File: src/rtl/sprite_draw_scheduler.sv
// sprite_draw_scheduler
//   Shares one sprite draw engine between NUM_REQ game-object requesters using
//   round-robin arbitration. The winner's x/y/sprite id are latched for the
//   engine, a one-cycle start is issued, and the block waits for eng_done. A
//   watchdog aborts a draw that never completes and sets a sticky err flag.
//
// Ports
//   clk, reset_n      clock, synchronous active-low reset
//   req               per-requester draw request (level, held until granted)
//   req_x, req_y      packed 10-bit positions, requester i at [10i+9:10i]
//   req_sid           packed SID_W-bit sprite ids
//   grant             one-hot, one-cycle pulse when a requester wins
//   served            one-hot, one-cycle pulse when that draw completes/aborts
//   eng_start         one-cycle start pulse to the draw engine
//   eng_x/eng_y/eng_sid  latched draw parameters for the engine
//   eng_done          engine finished (level or pulse)
//   eng_abort         one-cycle pulse on watchdog expiry
//   busy              high whenever not IDLE
//   err, err_clr      sticky timeout flag and its clear
module sprite_draw_scheduler #(
  parameter int unsigned NUM_REQ = 4,
  parameter int unsigned SID_W   = 3,
  parameter int unsigned TIMEOUT = 4096,
  parameter int unsigned TO_W    = 13
) (
  input  logic                       clk,
  input  logic                       reset_n,
  input  logic [NUM_REQ-1:0]         req,
  input  logic [10*NUM_REQ-1:0]      req_x,
  input  logic [10*NUM_REQ-1:0]      req_y,
  input  logic [SID_W*NUM_REQ-1:0]   req_sid,
  output logic [NUM_REQ-1:0]         grant,
  output logic [NUM_REQ-1:0]         served,
  output logic                       eng_start,
  output logic [9:0]                 eng_x,
  output logic [9:0]                 eng_y,
  output logic [SID_W-1:0]           eng_sid,
  input  logic                       eng_done,
  output logic                       eng_abort,
  output logic                       busy,
  output logic                       err,
  input  logic                       err_clr
);

  localparam int unsigned IDX_W = (NUM_REQ > 1) ? $clog2(NUM_REQ) : 1;

  localparam logic [1:0] S_IDLE    = 2'd0;
  localparam logic [1:0] S_ISSUE   = 2'd1;
  localparam logic [1:0] S_WAIT    = 2'd2;
  localparam logic [1:0] S_RELEASE = 2'd3;

  logic [1:0]         state_q, state_d;
  logic [IDX_W-1:0]   rr_q, rr_d;
  logic [IDX_W-1:0]   win_q, win_d;
  logic [TO_W-1:0]    wd_q, wd_d;
  logic [NUM_REQ-1:0] grant_q, grant_d;
  logic [NUM_REQ-1:0] served_q, served_d;
  logic               start_q, start_d;
  logic               abort_q, abort_d;
  logic               busy_q, busy_d;
  logic               err_q, err_d;
  logic [9:0]         ex_q, ex_d;
  logic [9:0]         ey_q, ey_d;
  logic [SID_W-1:0]   esid_q, esid_d;

  logic               hi_found, lo_found;
  logic [IDX_W-1:0]   hi_idx, lo_idx, pick_idx;
  logic               timeout;

  // Round-robin pick: lowest set index at or above the pointer wins; if none,
  // the lowest set index below the pointer (the wrapped search).
  always_comb begin
    hi_found = 1'b0;
    lo_found = 1'b0;
    hi_idx   = '0;
    lo_idx   = '0;
    for (int unsigned i = 0; i < NUM_REQ; i++) begin
      if (req[i]) begin
        if (IDX_W'(i) >= rr_q) begin
          if (!hi_found) begin
            hi_found = 1'b1;
            hi_idx   = IDX_W'(i);
          end
        end else if (!lo_found) begin
          lo_found = 1'b1;
          lo_idx   = IDX_W'(i);
        end
      end
    end
    pick_idx = hi_found ? hi_idx : lo_idx;
  end

  // Pulsed outputs are computed on the transition into the state they belong
  // to, so the registered copies line up with the state itself.
  always_comb begin
    state_d  = state_q;
    rr_d     = rr_q;
    win_d    = win_q;
    wd_d     = wd_q;
    grant_d  = '0;
    served_d = '0;
    start_d  = 1'b0;
    abort_d  = 1'b0;
    ex_d     = ex_q;
    ey_d     = ey_q;
    esid_d   = esid_q;
    timeout  = 1'b0;

    case (state_q)
      S_IDLE: begin
        if (|req) begin
          state_d           = S_ISSUE;
          win_d             = pick_idx;
          ex_d              = req_x[10*pick_idx +: 10];
          ey_d              = req_y[10*pick_idx +: 10];
          esid_d            = req_sid[SID_W*pick_idx +: SID_W];
          grant_d[pick_idx] = 1'b1;
          start_d           = 1'b1;
        end
      end
      S_ISSUE: begin
        wd_d    = '0;
        state_d = S_WAIT;
      end
      S_WAIT: begin
        wd_d = wd_q + 1'b1;
        if (eng_done) begin
          state_d         = S_RELEASE;
          served_d[win_q] = 1'b1;
        end else if (wd_q == TO_W'(TIMEOUT - 1)) begin
          state_d         = S_RELEASE;
          served_d[win_q] = 1'b1;
          abort_d         = 1'b1;
          timeout         = 1'b1;
        end
      end
      S_RELEASE: begin
        rr_d    = (win_q == IDX_W'(NUM_REQ - 1)) ? '0 : win_q + 1'b1;
        state_d = S_IDLE;
      end
      default: state_d = S_IDLE;
    endcase

    if (timeout)      err_d = 1'b1;
    else if (err_clr) err_d = 1'b0;
    else              err_d = err_q;

    busy_d = (state_d != S_IDLE);
  end

  always_ff @(posedge clk) begin
    if (!reset_n) begin
      state_q  <= S_IDLE;
      rr_q     <= '0;
      win_q    <= '0;
      wd_q     <= '0;
      grant_q  <= '0;
      served_q <= '0;
      start_q  <= 1'b0;
      abort_q  <= 1'b0;
      busy_q   <= 1'b0;
      err_q    <= 1'b0;
      ex_q     <= '0;
      ey_q     <= '0;
      esid_q   <= '0;
    end else begin
      state_q  <= state_d;
      rr_q     <= rr_d;
      win_q    <= win_d;
      wd_q     <= wd_d;
      grant_q  <= grant_d;
      served_q <= served_d;
      start_q  <= start_d;
      abort_q  <= abort_d;
      busy_q   <= busy_d;
      err_q    <= err_d;
      ex_q     <= ex_d;
      ey_q     <= ey_d;
      esid_q   <= esid_d;
    end
  end

  assign grant     = grant_q;
  assign served    = served_q;
  assign eng_start = start_q;
  assign eng_abort = abort_q;
  assign busy      = busy_q;
  assign err       = err_q;
  assign eng_x     = ex_q;
  assign eng_y     = ey_q;
  assign eng_sid   = esid_q;

endmodule

File: config.mk
export PLATFORM = sky130hd
export DESIGN_NAME = sprite_draw_scheduler
export DESIGN_NICKNAME = d
export VERILOG_FILES = /design/src/rtl/sprite_draw_scheduler.sv
export SDC_FILE = /design/constraint.sdc
export NUM_CORES = 1
export LEC_CHECK = 0
export CORE_AREA = 2 2 92 94
export DETAILED_ROUTE_END_ITERATION = 8
export DIE_AREA = 0 0 94 96
export GPL_TIMING_DRIVEN = 0
export MAX_ROUTING_LAYER = met4
export PLACE_DENSITY = 0.77
export SYNTH_ARGS = -nofsm -noshare
export SYNTH_HDL_FRONTEND = slang
export SYNTH_SLANG_ARGS = --single-unit
File: constraint.sdc
create_clock -name clk -period 1.85 [get_ports clk]
set_input_delay 0.2775 -clock clk [delete_from_list [all_inputs] [get_ports clk]]
set_output_delay 0.2775 -clock clk [all_outputs]
set_load 0.05 [all_outputs]
==> key figures, run 1 <==
GRT
  – Number of global-route vias before repair: 3165
  – Largest net degree at the start of global routing: 19
  – Global-route wire length before repair: 15400 um
  – GRT Total Usage: 22.5%
  – Total grt overflow: 0
  – Initial antenna violation count: 0

STA
  – Slew HR: 64.0%
  – Tmin final: 1.80 ns
  – Final setup viols: 0
  – Clock skew: 0.0104 ns
  – Slew Limit Fails: 0
  – Fin crit share: 97.1%
  – FMAX: 557 MHz
  – Final-report hold violation count: 0
  – Slew @ Worst Pin: 0.538 ns

Logic synthesis
  – Yosys top cell area share: 36.2%
  – Syn Inst Count: 353
  – Top post-synthesis cells by area: dfxtp_1 (36%), a221oi_1 (6.2%), and3_1 (5.2%)
  – Primary FF master, synth: dfxtp_1
  – Most frequent cells after synthesis: dfxtp_1 (54), a21oi_1 (29), o21ai_0 (27)
  – Synth Net Count: 461
  – Post-synthesis sequential element count: 54
  – Mapped Area: 2980 um2
  – Synth warn: 0
  – Register area share after synthesis: 36.2%
  – Dominant cell type by area after synthesis: dfxtp_1
  – Synth Area per Inst: 8.45 um2
  – Distinct cells, synth: 46
  – Count leader, synth: dfxtp_1
  – Post-synth EDFFs: 0
  – Async S/R FF share, synth: 0%

Worst setup path
  – CP peak stage delay: 0.56 ns
  – Crit-path max FO: 10
  – Cell breakdown of the critical path: inv_4, or4_4, buf_6, buf_12, a21boi_4, o21ai_2, a21oi_1
  – Worst r2r src: rr_q[1]
  – Kind of critical path: reg2reg
  – Worst EP arrival: 2.04 ns
  – Required @ worst endpoint: 2.09 ns
  – Worst setup SP type: flop
  – CP Buf/Inv Count: 3
  – Worst setup EP type: flop
  – CP Launch Point: rr_q[1]
  – Cell family with most CP delay: simple AND/OR/NAND/NOR gates
  – Slowest-stage cell, CP: or4_4

Floorplan
  – Initial Utilization: 37.0%
  – Height of the chip: 96 um
  – Ports: 135
  – Die area: 9020 um2
  – Die width: 94 um
  – Area of the core: 8050 um2
  – Num rows: 33

Clock tree
  – Clk pin slew, worst setup/hold paths: 0.10 ns
  – Clk root buf: clkbuf_8
  – H-tree depth: 2
  – CTS tree: done
  – Clock latency on the worst-skew pair: 0.31 ns
  – Hold buffers post-CTS: 0
  – Total CTS buffers: 5
  – Sink Count: 54
  – Clk buf depth: 2

Route
  – Vias: 3197
  – Initial drt markers: 116
  – Drt total wl: 9840 um
  – Vias per cell: 5.31
  – Post-route ant nets: 0
  – Avg WL per Cell: 16.3 um
  – DRC: 0
  – DRT Pass-1 Iters: 4

Hold path
  – Hold path startpoint: req[1]
  – HP Class: in2reg

Placed design
  – DP Cell Count: 588
  – GPL Wtd Cong: 0.879
  – Port bufs: 130
  – Detailed placement HPWL: 7530 um

Power
  – Psw: 2.63 mW
  – Sequential Power Share: 29.0%
  – Total Power: 5.63 mW
  – VDD IR max: 0.749 mV
  – Clock power frac: 12.5%
  – Sw frac: 46.7%
  – PwrDens: 1190 nW/um2
  – P_leak: 1.76 nW
  – Power share of the combinational group: 58.6%
  – Internal power: 3.00 mW

Final layout
  – Area growth, synth to finish: 58.3%
  – Layout cells sized above 1: 15.7%
  – Final Non-Filler Cells: 602
  – Fillers: 709
  – Nets: 604
  – Antenna Diode Count: 0

Outcome
  – Run status: finished, final reports clean

Job
  – Max Cap Viol: 0
placed cells by master (no fill, tap or decap), types with 4 or more instances in the layout:
cell type        netlist  layout
clkdlybuf4s50_1        0     129
dfxtp_1               54      52
a21oi_1               29      28
o21ai_0               27      27
and3_1                25      25
nor2_1                19      18
o21ai_1               22      18
a21boi_1              14      13
a221oi_1              21      12
nand2_1               11      11
buf_2                  5      10
a21boi_2              10      10
nor2b_1                9       9
a221oi_2               0       9
buf_4                  0       8
inv_1                  7       7
nand3_1                7       7
clkbuf_2               0       6
ha_1                   8       6
clkbuf_1              21       5
nand4_1                5       5
and2_1                 5       5
xnor2_1                5       5
xor2_1                 5       5
clkbuf_8               0       5
buf_6                  4       4
nor3_1                 5       4
o21ai_2                0       4
routing by layer:
| layer | wire (um) | track usage, % | vias to the layer above | part of all wire (%) |
|---|---|---|---|---|
| met4 | 376 | 10.0 | 0 | 3.8 |
| met3 | 518 | 3.13 | 24 | 5.3 |
| met2 | 4800 | 39.4 | 125 | 49 |
| met5 | 0 | - | - | 0 |
| met1 | 4140 | 25.8 | 1460 | 42 |
| li1 | - | - | 1588 | - |
power groups by stage:
| stage | logic, mW | clock network (mW) | registers (mW) |
|---|---|---|---|
| finish | 3.30 | 0.702 | 1.63 |
| global placement | 3.01 | 0 | 1.64 |
| floorplan | 1.06 | 0 | 2.55 |
| CTS | 3.12 | 0.718 | 1.63 |
| global route | 3.52 | 0.751 | 1.67 |
| detailed placement | 3.05 | 0 | 1.65 |
tightest hold or removal path, stage by stage:
cell and delay [ns]:
buf_2 0.16, nand2_1 0.09, nor3_1 0.05
layout make-up:
cell class	instances	area (um2)	area share (%)
inverter	8	32.5	0.689
timing repair buffer	137	1350	28.7
clock buffer	5	68.8	1.46
multi-input combinational	260	1830	38.7
tap	105	131	2.78
buffer	30	196	4.16
clock inverter	3	25.0	0.530
sequential	54	1090	23.1
worst paths after layout:
check / depth (start not counted) / to / slack, ns
worst max register to register: 7 / eng_x[1] / 0.05
worst max-delay path: 7 / eng_x[1] / 0.05
worst min register to register: 2 / wd_q[6] / 0.52
worst min-delay path: 3 / grant[1] / 0.31
kinds of logic (layout without fill, tap and decap cells):
| logic type | Yosys count | in the layout | share of synthesized area (%) |
|---|---|---|---|
| compound gates | 140 | 140 | 31.5 |
| simple gates | 100 | 100 | 18.7 |
| flops | 54 | 54 | 36.2 |
| fa+ha+maj | 8 | 8 | 3.36 |
| xor+xnor | 10 | 10 | 2.94 |
| mux | 2 | 2 | 0.671 |
| buf+inv | 39 | 183 | 6.67 |
through the flow:
step	setup TNS [ns]	utilization (%)	area [um2]	hold WS (ns)	setup WS, ns
floorplan	0	-	2980	0.356	0.109
global placement	-13.09	54.8	4420	0.471	-0.570
detailed placement	-14.45	54.8	4420	0.494	-0.625
CTS	0	56.8	4580	0.291	0.00281
global route	-0.0344	58.6	4720	0.321	-0.0279
finish	0	58.6	4720	0.307	0.0538
registers in the layout, summed over array words and instances (netlist names):
| signal | cells |
|---|---|
| eng_abort | 1 |
| state_q | 2 |
| win_q | 2 |
| busy | 1 |
| grant | 4 |
| eng_x | 10 |
| wd_q | 13 |
| served | 4 |
| rr_q | 2 |
| err | 1 |
| eng_y | 10 |
| eng_sid | 3 |
| eng_start | 1 |
what timing repair did:
| item | in CTS | in global routing |
|---|---|---|
| pin swaps | 0 | 4 |
| buffers inserted | 0 | 6 |
| setup endpoints to repair | 34 | 39 |
| cloned | 0 | 1 |
| gates resized for setup | 28 | 28 |
No activity file was read; power rests on OpenSTA's default activity.
==> inputs of run 2 (changes only) <==
PLACE_DENSITY = 0.71   (was 0.77)
clock period = 2.2 ns   (was 1.85 ns; I/O delays follow)
==> run 2 against run 1 <==
Setup slack better by 0.036 ns. Utilization shrank 2.0 points. Worst hold slack improved by 0.058 ns.
==> key figures, run 2 (synthesized netlist as in run 1, its figures left out) <==
Outcome
  – Run status: finished, final reports clean

Floorplan
  – Area of the core: 8050 um2
  – Num rows: 33
  – Die area: 9020 um2
  – Die width: 94 um
  – Initial Utilization: 37.0%
  – Height of the chip: 96 um
  – Ports: 135

Worst setup path
  – Required @ worst endpoint: 2.40 ns
  – R2R Setup Slk: 0.19 ns
  – Crit-path max FO: 10
  – Worst setup SP type: input pin
  – Worst setup EP type: flop
  – Worst r2r path cells: 6
  – Kind of critical path: in2reg
  – Worst r2r src: rr_q[1]
  – Worst EP arrival: 2.31 ns
  – Reg2reg end: eng_x[5]

Final layout
  – Area growth, synth to finish: 52.9%
  – Largest Register: wd_q
  – Area occupied by multi-input gates: 1730 um2
  – Layout cells sized above 1: 7.94%
  – Antenna Diode Count: 0
  – Final Non-Filler Cells: 596
  – Most frequent cells in the layout: clkdlybuf4s50_1 (130), dfxtp_1 (54), a21oi_1 (29), o21ai_0 (27), and3_1 (25)
  – Most common cell after layout, fill and taps aside: clkdlybuf4s50_1
  – Nets: 598
  – Sequential Area: 1080 um2
  – Post-route core utilization: 56.6%
  – Max FFs per register: 13
  – Fillers: 768

Clock tree
  – Clk pin slew, worst setup/hold paths: 0.11 ns
  – Sink Count: 54
  – Clk root buf: clkbuf_8
  – Post-CTS setup buffer count: 0
  – CTS tree: done
  – H-tree depth: 2
  – Clock latency on the worst-skew pair: 0.31 ns
  – Clk buf depth: 2
  – Total CTS buffers: 5

Power
  – Clock power frac: 15.1%
  – Power share of the combinational group: 55.4%
  – P_leak: 1.68 nW
  – Internal power: 2.52 mW
  – Psw: 2.16 mW
  – Sw frac: 46.1%
  – Total Power: 4.68 mW
  – PwrDens: 1030 nW/um2
  – VDD IR max: 0.585 mV
  – Sequential Power Share: 29.5%

Route
  – Post-route ant nets: 0
  – DRC: 0
  – Drt total wl: 9670 um
  – Vias: 3183
  – Vias per cell: 5.34
  – DRT Pass-1 Iters: 4
  – Initial drt markers: 95
  – Avg WL per Cell: 16.2 um

Hold path
  – WHS Endpoint: grant[2]
  – HP Class: in2reg
  – Hold depth: 2
  – Hold path startpoint: req[2]

STA
  – Fin crit share: 95.9%
  – RSZ-0062 raised after global routing: true
  – Setup TNS: 0 ns
  – Slew @ Worst Pin: 0.606 ns
  – Tmin final: 2.11 ns
  – Final-report hold violation count: 0
  – Final setup viols: 0
  – Slew HR: 59.6%
  – Slew Limit Fails: 0
  – FMAX: 474 MHz
  – Clock skew: 0.0150 ns

GRT
  – Total grt overflow: 0
  – Initial antenna violation count: 0
  – Largest net degree at the start of global routing: 19
  – Number of global-route vias before repair: 3090
  – GRT Total Usage: 21.9%
  – Global-route wire length before repair: 15100 um

Placed design
  – DP Cell Count: 588
  – GPL Wtd Cong: 0.929
  – Port bufs: 130
  – Detailed placement HPWL: 7640 um

Job
  – Max Cap Viol: 0
-- run 2: power by group through the flow --
stage	combinational (mW)	sequential (mW)	clock (mW)
floorplan	0.888	2.15	0
global placement	2.55	1.39	0
detailed placement	2.56	1.39	0
CTS	2.57	1.38	0.723
global route	2.78	1.41	0.765
finish	2.60	1.38	0.705
-- run 2: worst max-delay path, stage by stage --
cell and delay (ns):
clkdlybuf4s50_1 0.49, clkbuf_2 0.25, nor3_1 0.08, a21oi_1 0.17
nand2_1 0.17, clkbuf_1 0.28, a221oi_1 0.43, a21oi_1 0.11
-- run 2: worst max path at each step --
stage                  to  slack [ns]       start  cells past startpoint
6_report         eng_y[6]        0.09      req[3]                      8
5_1_grt          eng_y[2]       -0.02      req[3]                      8
4_1_cts           wd_q[4]        0.12  state_q[0]                      7
3_5_place_dp     eng_x[7]       -0.34      req[3]                      8
3_3_place_gp   eng_sid[1]       -0.31      req[3]                      8
2_1_floorplan  eng_sid[0]        0.41      req[2]                      7
-- run 2: through the flow --
stage / hold WS [ns] / instance area, um2 / setup WS [ns]
2_1_floorplan: 0.409 / 2980 / 0.406
4_1_cts: 0.347 / 4530 / 0.116
6_report: 0.365 / 4560 / 0.0901
3_5_place_dp: 0.483 / 4420 / -0.341
3_3_place_gp: 0.468 / 4420 / -0.314
5_1_grt: 0.360 / 4560 / -0.0200
-- run 2: metal layers --
metal  wire (um)  global-route usage, %  up-vias  part of all wire [%]
li1            -                      -     1577                     -
met3         720                   5.79       18                   7.4
met2        4670                   38.2      124                    48
met5           0                      -        -                     0
met1        4060                   25.0     1464                    42
met4         209                   6.16        0                   2.2
-- run 2: what timing repair did --
item,4_1_cts,5_1_grt
resized for setup,1,7
gates cloned,0,0
hold buffers,0,0
setup endpoints to repair,2,16
-- run 2: area by class of cell --
type | instances | share of cell area [%]
Inverter | 8 | 0.658
Tap cell | 105 | 2.88
Buffer | 31 | 3.79
Clock inverter | 3 | 1.07
Multi-Input combinational cell | 260 | 37.9
Sequential cell | 54 | 23.7
Timing Repair Buffer | 130 | 28.5
Clock buffer | 5 | 1.51
==> inputs of run 3 (changes only) <==
MAX_ROUTING_LAYER = not set   (was met4)
==> run 3 against run 2 <==
Sequential power hardly changed. Global-route usage is 0.45 points lower. Clock skew is 0.0020 ns lower. Highest routed layer unchanged. Worst hold slack better by 0.0020 ns. Routed wire length is 1.3% lower. Utilization is 0.31 points lower. Clock power is 14% lower. Maximum frequency is 1.8% higher. Die area stayed put.
==> key figures, run 3 (synthesized netlist as in run 1, its figures left out) <==
GRT
  – Number of global-route vias before repair: 3140
  – Largest net degree at the start of global routing: 18
  – Total grt overflow: 0
  – Initial antenna violation count: 0
  – GRT Total Usage: 21.5%
  – Global-route wire length before repair: 15100 um

Job
  – Max Cap Viol: 0

Final layout
  – Layout cells sized above 1: 7.74%
  – Final Non-Filler Cells: 596
  – Fillers: 749
  – Nets: 598
  – Most frequent cells in the layout: clkdlybuf4s50_1 (130), dfxtp_1 (54), a21oi_1 (29), o21ai_0 (27), and3_1 (25)
  – Area growth, synth to finish: 52.1%
  – Largest Register: wd_q
  – Most common cell after layout, fill and taps aside: clkdlybuf4s50_1
  – Antenna Diode Count: 0
  – Max FFs per register: 13

Clock tree
  – Clk pin slew, worst setup/hold paths: 0.10 ns
  – CTS tree: done
  – Clk root buf: clkbuf_8
  – Sink Count: 54
  – Clk buf depth: 2
  – Total CTS buffers: 5
  – Clock latency on the worst-skew pair: 0.32 ns
  – H-tree depth: 2
  – Hold buffers post-CTS: 0

Floorplan
  – Die width: 94 um
  – Height of the chip: 96 um
  – Die area: 9020 um2
  – Area of the core: 8050 um2
  – Num rows: 33
  – Ports: 135
  – Initial Utilization: 37.0%

Placed design
  – Port bufs: 130
  – DP Cell Count: 588
  – Detailed placement HPWL: 7550 um
  – GPL Wtd Cong: 0.945

Route
  – DRT Pass-1 Iters: 5
  – DRC: 0
  – Drt total wl: 9540 um
  – Initial drt markers: 67
  – Vias: 3157
  – Vias per cell: 5.30
  – Post-route ant nets: 0
  – Avg WL per Cell: 16.0 um

Power
  – P_leak: 1.67 nW
  – Total Power: 4.57 mW
  – VDD IR max: 0.500 mV
  – PwrDens: 1010 nW/um2

Worst setup path
  – Kind of critical path: in2reg
  – Required @ worst endpoint: 2.45 ns
  – Crit-path max FO: 10
  – Worst setup SP type: input pin
  – Reg2reg end: eng_y[9]
  – Worst setup EP type: flop
  – Worst r2r path cells: 6
  – R2R Setup Slk: 0.17 ns
  – Worst EP arrival: 2.32 ns
  – Worst r2r src: rr_q[0]

Hold path
  – HP Class: in2reg
  – Hold depth: 3
  – WHS Endpoint: grant[1]
  – Hold path startpoint: req[1]

STA
  – Slew @ Worst Pin: 0.687 ns
  – Final setup viols: 0
  – Final-report hold violation count: 0
  – Fin crit share: 94.2%
  – Slew HR: 54.2%
  – Tmin final: 2.07 ns
  – RSZ-0062 raised after global routing: false
  – Clock skew: 0.0130 ns
  – Slew Limit Fails: 0
  – Setup TNS: 0 ns
  – FMAX: 483 MHz

Outcome
  – Run status: finished, final reports clean
[run 3: cell type report]
class | count | area, um2 | share of cell area [%]
inverter | 8 | 30.0 | 0.662
buffer | 31 | 173 | 3.81
clock inverter | 2 | 16.3 | 0.359
sequential | 54 | 1080 | 23.8
multi-input combinational | 260 | 1720 | 37.9
tap | 105 | 131 | 2.90
clock buffer | 6 | 82.6 | 1.82
timing repair buffer | 130 | 1300 | 28.7
[run 3: power breakdown]
group	switching, mW	internal [mW]
Clock	0.349	0.260
Sequential	0.137	1.23
Combinational	1.65	0.940
[run 3: per-stage QoR]
step | hold WS (ns) | cell area, um2 | util, % | setup WS [ns]
CTS | 0.348 | 4520 | 56.1 | 0.111
global route | 0.371 | 4540 | 56.3 | 0.00302
detailed placement | 0.488 | 4420 | 54.8 | -0.336
floorplan | 0.409 | 2980 | - | 0.406
finish | 0.367 | 4540 | 56.3 | 0.128
global placement | 0.467 | 4420 | 54.8 | -0.321
[run 3: per-layer routing]
metal | vias to the layer above | routed length, um | share of wire, % | global-route usage [%]
met2 | 111 | 4590 | 48 | 38.8
met1 | 1458 | 4000 | 42 | 24.2
met4 | 0 | 217 | 2.3 | 7.37
li1 | 1573 | - | - | -
met5 | - | 0 | 0 | 0
met3 | 15 | 728 | 7.6 | 6.26
[run 3: worst max-delay path by stage]
stage          cells past startpoint  slack (ns)    from          to
2_1_floorplan                      7        0.41  req[2]  eng_sid[0]
3_3_place_gp                       8       -0.32  req[3]  eng_sid[1]
3_5_place_dp                       8       -0.34  req[3]    eng_x[8]
4_1_cts                            6        0.11  req[3]    eng_x[8]
5_1_grt                            8       0.003  req[3]    eng_y[6]
6_report                           7        0.13  req[3]    eng_y[9]
[run 3: critical path, stage by stage]
cell and delay, ns:
clkdlybuf4s50_1 0.49, clkbuf_2 0.25, a211oi_1 0.09, a21oi_1 0.55, buf_2 0.34, o21ai_1 0.12, a21oi_1 0.14
[run 3: repair_timing]
| item | CTS | global route |
|---|---|---|
| setup buffers | 0 | 0 |
| endpoints found under the setup margin | 1 | 13 |
| gates resized for setup | 1 | 6 |
==> patch 1, RTL diff (config.mk and constraints of run 3) <==
Set the parameter `SID_W` to 6 (it was 3).
--- a/src/rtl/sprite_draw_scheduler.sv
+++ b/src/rtl/sprite_draw_scheduler.sv
@@ -19,7 +19,7 @@
 //   err, err_clr      sticky timeout flag and its clear
 module sprite_draw_scheduler #(
   parameter int unsigned NUM_REQ = 4,
-  parameter int unsigned SID_W   = 3,
+  parameter int unsigned SID_W   = 6,
   parameter int unsigned TIMEOUT = 4096,
   parameter int unsigned TO_W    = 13
 ) (
Ports: changed (resized eng_sid and req_sid); port bits go from 135 to 150. The function was not compared with the original's and may differ.
==> patch 1 against run 3 <==
- fmax shrank 0.32%
- total power grew 9.2%
- utilization grew 6.1 points
- setup slack got worse by 0.0066 ns
- hold slack worse by 0.016 ns
- sequential cell count rose by 3
- cell area is 11% higher
- die area did not move
- critical path depth unchanged
- wire length grew 7.6%
- area after synthesis rose by 8.6%
==> patch 1: results (changes against run 3) <==
Outcome - finished, final reports clean (unchanged)
Slew headroom - 63.18% (was 54.20%)
Drt initial violations - 116 (was 67)
Skew-Pair Late Insertion Delay - 0.34 ns (was 0.32 ns)
Post-Place Setup Slack - -0.3282 ns (was -0.3362 ns)
Routed wire length - 10270 um (was 9544 um)
Root buffer cell - clkbuf_8 (unchanged)
DP Wirelength - 7902 um (was 7553 um)
All-Layer GR Usage - 22.82% (was 21.48%)
Synth Net Count - 491 (was 461)
Setup Fix Bufs, Post-CTS - 0 (unchanged)
Seq/Total Area, Yosys - 35.23% (was 36.24%)
Largest net degree at the start of global routing - 11 (was 18)
H-tree depth - 3 (was 2)
Async set or reset register ratio after synthesis - 0% (unchanged)
CP delay by family, top - buffers and inverters (unchanged)
Flip-flop count of the largest register after layout - 13 (unchanged)
Port Buffers - 146 (was 130)
Layout Skew - 0.009008 ns (was 0.01298 ns)
Vias - 3383 (was 3157)
Placed cell area - 4832 um2 (was 4415 um2)
Clock-pin slew on the worst setup and hold paths - 0.07 ns (was 0.10 ns)
Synth cell count leaders - dfxtp_1, o21ai_0, a21oi_1, and3_1, nor2_1 (was dfxtp_1, a21oi_1, o21ai_0, and3_1, o21ai_1)
CTS Buf Count - 9 (was 5)
Slowest cell on crit path - clkdlybuf4s50_1 (was a21oi_1)
Post-route insts no fill - 638 (was 596)
Total of max-cap violations - 0 (unchanged)
Antenna violations before repair - 0 (unchanged)
Layout Nets - 648 (was 598)
Post-Place Cells - 622 (was 588)
Reg with most FFs - wd_q (unchanged)
LEAKAGE - 1.885 nW (was 1.665 nW)
CTS Buffer Depth - 2 (unchanged)
Vias in the first global route - 3221 (was 3140)
Ant diodes - 0 (unchanged)
Top post-synthesis cells by area - dfxtp_1, a21boi_2, a221oi_1 (was dfxtp_1, a221oi_1, and3_1)
Maximum VDD drop - 0.4646 mV (was 0.5005 mV)
Routability congestion estimate - 0.8576 (was 0.9451)
Share of cells above drive strength 1 - 13.13% (was 7.739%)
First-pass GRT wire length - 15860 um (was 15130 um)
Ys flop type - dfxtp_1 (unchanged)
Drt pass-1 iters - 4 (was 5)
Synth warn - 0 (unchanged)
Synthesized area per cell - 8.731 um2 (was 8.450 um2)
Yosys cell types - 47 (was 46)
Crit path max fanout - 10 (unchanged)
Largest stage delay, worst path - 0.49 ns (was 0.55 ns)
Hold Path Class - input port to register (unchanged)
-- patch 1: cell types whose count changed in the layout (fill, tap and decap cells not counted), moves of 5 or more --
cell,run 3,this run
a21boi_1,14,1
a21boi_2,10,26
buf_6,4,9
clkbuf_1,18,12
clkdlybuf4s50_1,130,146
nor2_1,19,26
nor2b_1,9,3
o21ai_0,27,33
-- patch 1: worst paths after layout --
path	from	slack (ns)	to	cells after the start
worst max register to register	rr_q[0]	0.20	eng_sid[2]	7
worst max-delay path	req[3]	0.12	eng_x[5]	7
worst min-delay path	req[2]	0.35	grant[2]	2
worst min register to register	err	0.47	err	2
-- patch 1: layout make-up --
type	instances	area (um2)
buffer	33	232.7
clock buffer	13	148.9
clock inverter	3	40.04
fill	730	3023
inverter	9	33.78
multi-input combinational	272	1839
sequential	57	1141
tap	105	131.4
timing repair buffer	146	1461
-- patch 1: repair_timing --
| item | CTS | global route |
|---|---|---|
| endpoints found under the setup margin | 0 | 29 |
| gates resized for setup | 0 | 9 |
| hold buffers | 0 | 0 |
-- patch 1: cell families after synthesis --
family | after synthesis | share of synthesized area, %
AOI/OAI and AO/OA | 153 | 33.26
and+or+nand+nor | 97 | 16.49
DFF | 57 | 35.23
buffers and inverters | 42 | 8.073
xor gates and xnor gates | 12 | 3.244
adders and majority gates | 8 | 3.090
muxes | 2 | 0.6180
-- patch 1: power breakdown --
group	leakage [nW]	total [W]	switching [W]	internal, W
Combinational	1.32	0.00260	0.00164	0.000959
Sequential	0.468	0.00143	0.000140	0.00129
Clock	0.0974	0.000969	0.000417	0.000552
-- patch 1: routing by layer --
layer	vias up	wire, um	global-route usage (%)	share of wire, %
li1	1681	-	-	-
met1	1537	4278	28.89	42
met4	0	226	9.662	2.2
met3	18	921	6.813	9.0
met2	147	4846	36.25	47
met5	-	0	0	0
==> patch 2, RTL diff (flow settings as in run 3) <==
Made on the original files. Put one more register stage on the output `err`. The value now appears one clock later. The other outputs are not delayed to match.
--- a/src/rtl/sprite_draw_scheduler.sv
+++ b/src/rtl/sprite_draw_scheduler.sv
@@ -185,7 +185,9 @@
   assign eng_start = start_q;
   assign eng_abort = abort_q;
   assign busy      = busy_q;
-  assign err       = err_q;
+  always_ff @(posedge clk) begin
+    err <= err_q;
+  end
   assign eng_x     = ex_q;
   assign eng_y     = ey_q;
   assign eng_sid   = esid_q;
Formal check against the unedited RTL: same outputs for any inputs over 10 cycles, from zero or initial values and one cycle with reset_n low; that may be too few to reach the edited logic, so the function may still have changed.
==> patch 2 against run 3 <==
- via count increased by 0.95%
- wire length is 0.48% lower
- cell area did not move
- area after synthesis rose by 0.67%
- setup slack got worse by 0.030 ns
- total power is 0.70% lower
- largest cell class unchanged
- utilization did not move
- sequential share of layout area increased by 0.44 points
- clock skew fell by 0.0054 ns
- sequential cell count up 1
==> patch 2: results (changes against run 3) <==
Crit path time final - 2.102 ns (was 2.072 ns)
Post-Place Setup Slack - -0.3026 ns (was -0.3362 ns)
Synth Net Count - 462 (was 461)
Met2 usage - 37.08% (was 38.81%)
Vias in the first global route - 3092 (was 3140)
Layout Skew - 0.007603 ns (was 0.01298 ns)
Fillers - 754 (was 749)
Layout Nets - 599 (was 598)
Drt initial violations - 108 (was 67)
All-Layer GR Usage - 21.49% (was 21.48%)
Syn Inst Count - 354 (was 353)
Met3 usage - 6.578% (was 6.265%)
DP Wirelength - 7593 um (was 7553 um)
Outcome - finished, final reports clean (unchanged)
Vias - 3187 (was 3157)
Critical path endpoint - eng_y[2] (was eng_y[9])
DR WL/cell - 15.91 um (was 16.01 um)
Met2 wire len - 4415 um (was 4594 um)
LEAKAGE - 1.665 nW (about the same)
Top post-synthesis cells by area - dfxtp_1, a221oi_1, and3_1 (unchanged)
Reg-to-reg critical path endpoint - eng_x[2] (was eng_y[9])
Detail Route met3 WL - 752 um (was 728 um)
Compound-Gate Fraction of Synth Area - 31.25% (was 31.46%)
Post-Place Cells - 589 (was 588)
Met1 wire length - 3998 um (was 4004 um)
Synth Area in Adders - 3.333% (was 3.356%)
Seq/Total Area, Yosys - 36.67% (was 36.24%)
Share of cells above drive strength 1 - 7.520% (was 7.739%)
Slew at the pin with the worst max-slew slack - 0.6572 ns (was 0.6870 ns)
R2r startpoint - rr_q[1] (was rr_q[0])
Routability congestion estimate - 0.9008 (was 0.9451)
[patch 2: through the flow]
stage | hold WS, ns | area, um2
finish | 0.3426 | 4536
global route | 0.3489 | 4536
CTS | 0.3327 | 4527
detailed placement | 0.3342 | 4436
global placement | 0.3274 | 4436
floorplan | 0.3235 | 3003
[patch 2: cell type report]
type / count / share of cell area (%)
Tap cell: 105 / 2.897
Buffer: 31 / 3.779
Multi-Input combinational cell: 260 / 37.68
Timing Repair Buffer: 130 / 28.69
Clock inverter: 3 / 0.4966
Clock buffer: 5 / 1.517
Inverter: 8 / 0.6621
Sequential cell: 55 / 24.28
[patch 2: where the power goes]
| group | switching (W) | total (W) | internal (W) |
|---|---|---|---|
| logic | 0.00164 | 0.00256 | 0.000927 |
| registers | 0.000140 | 0.00139 | 0.00125 |
| clock network | 0.000356 | 0.000585 | 0.000229 |
| total | 0.00213 | 0.00454 | 0.00241 |
[patch 2: worst min-delay path: stages]
cell	delay (ns)
buf_2	0.15
nand2_1	0.09
nor3_1	0.05
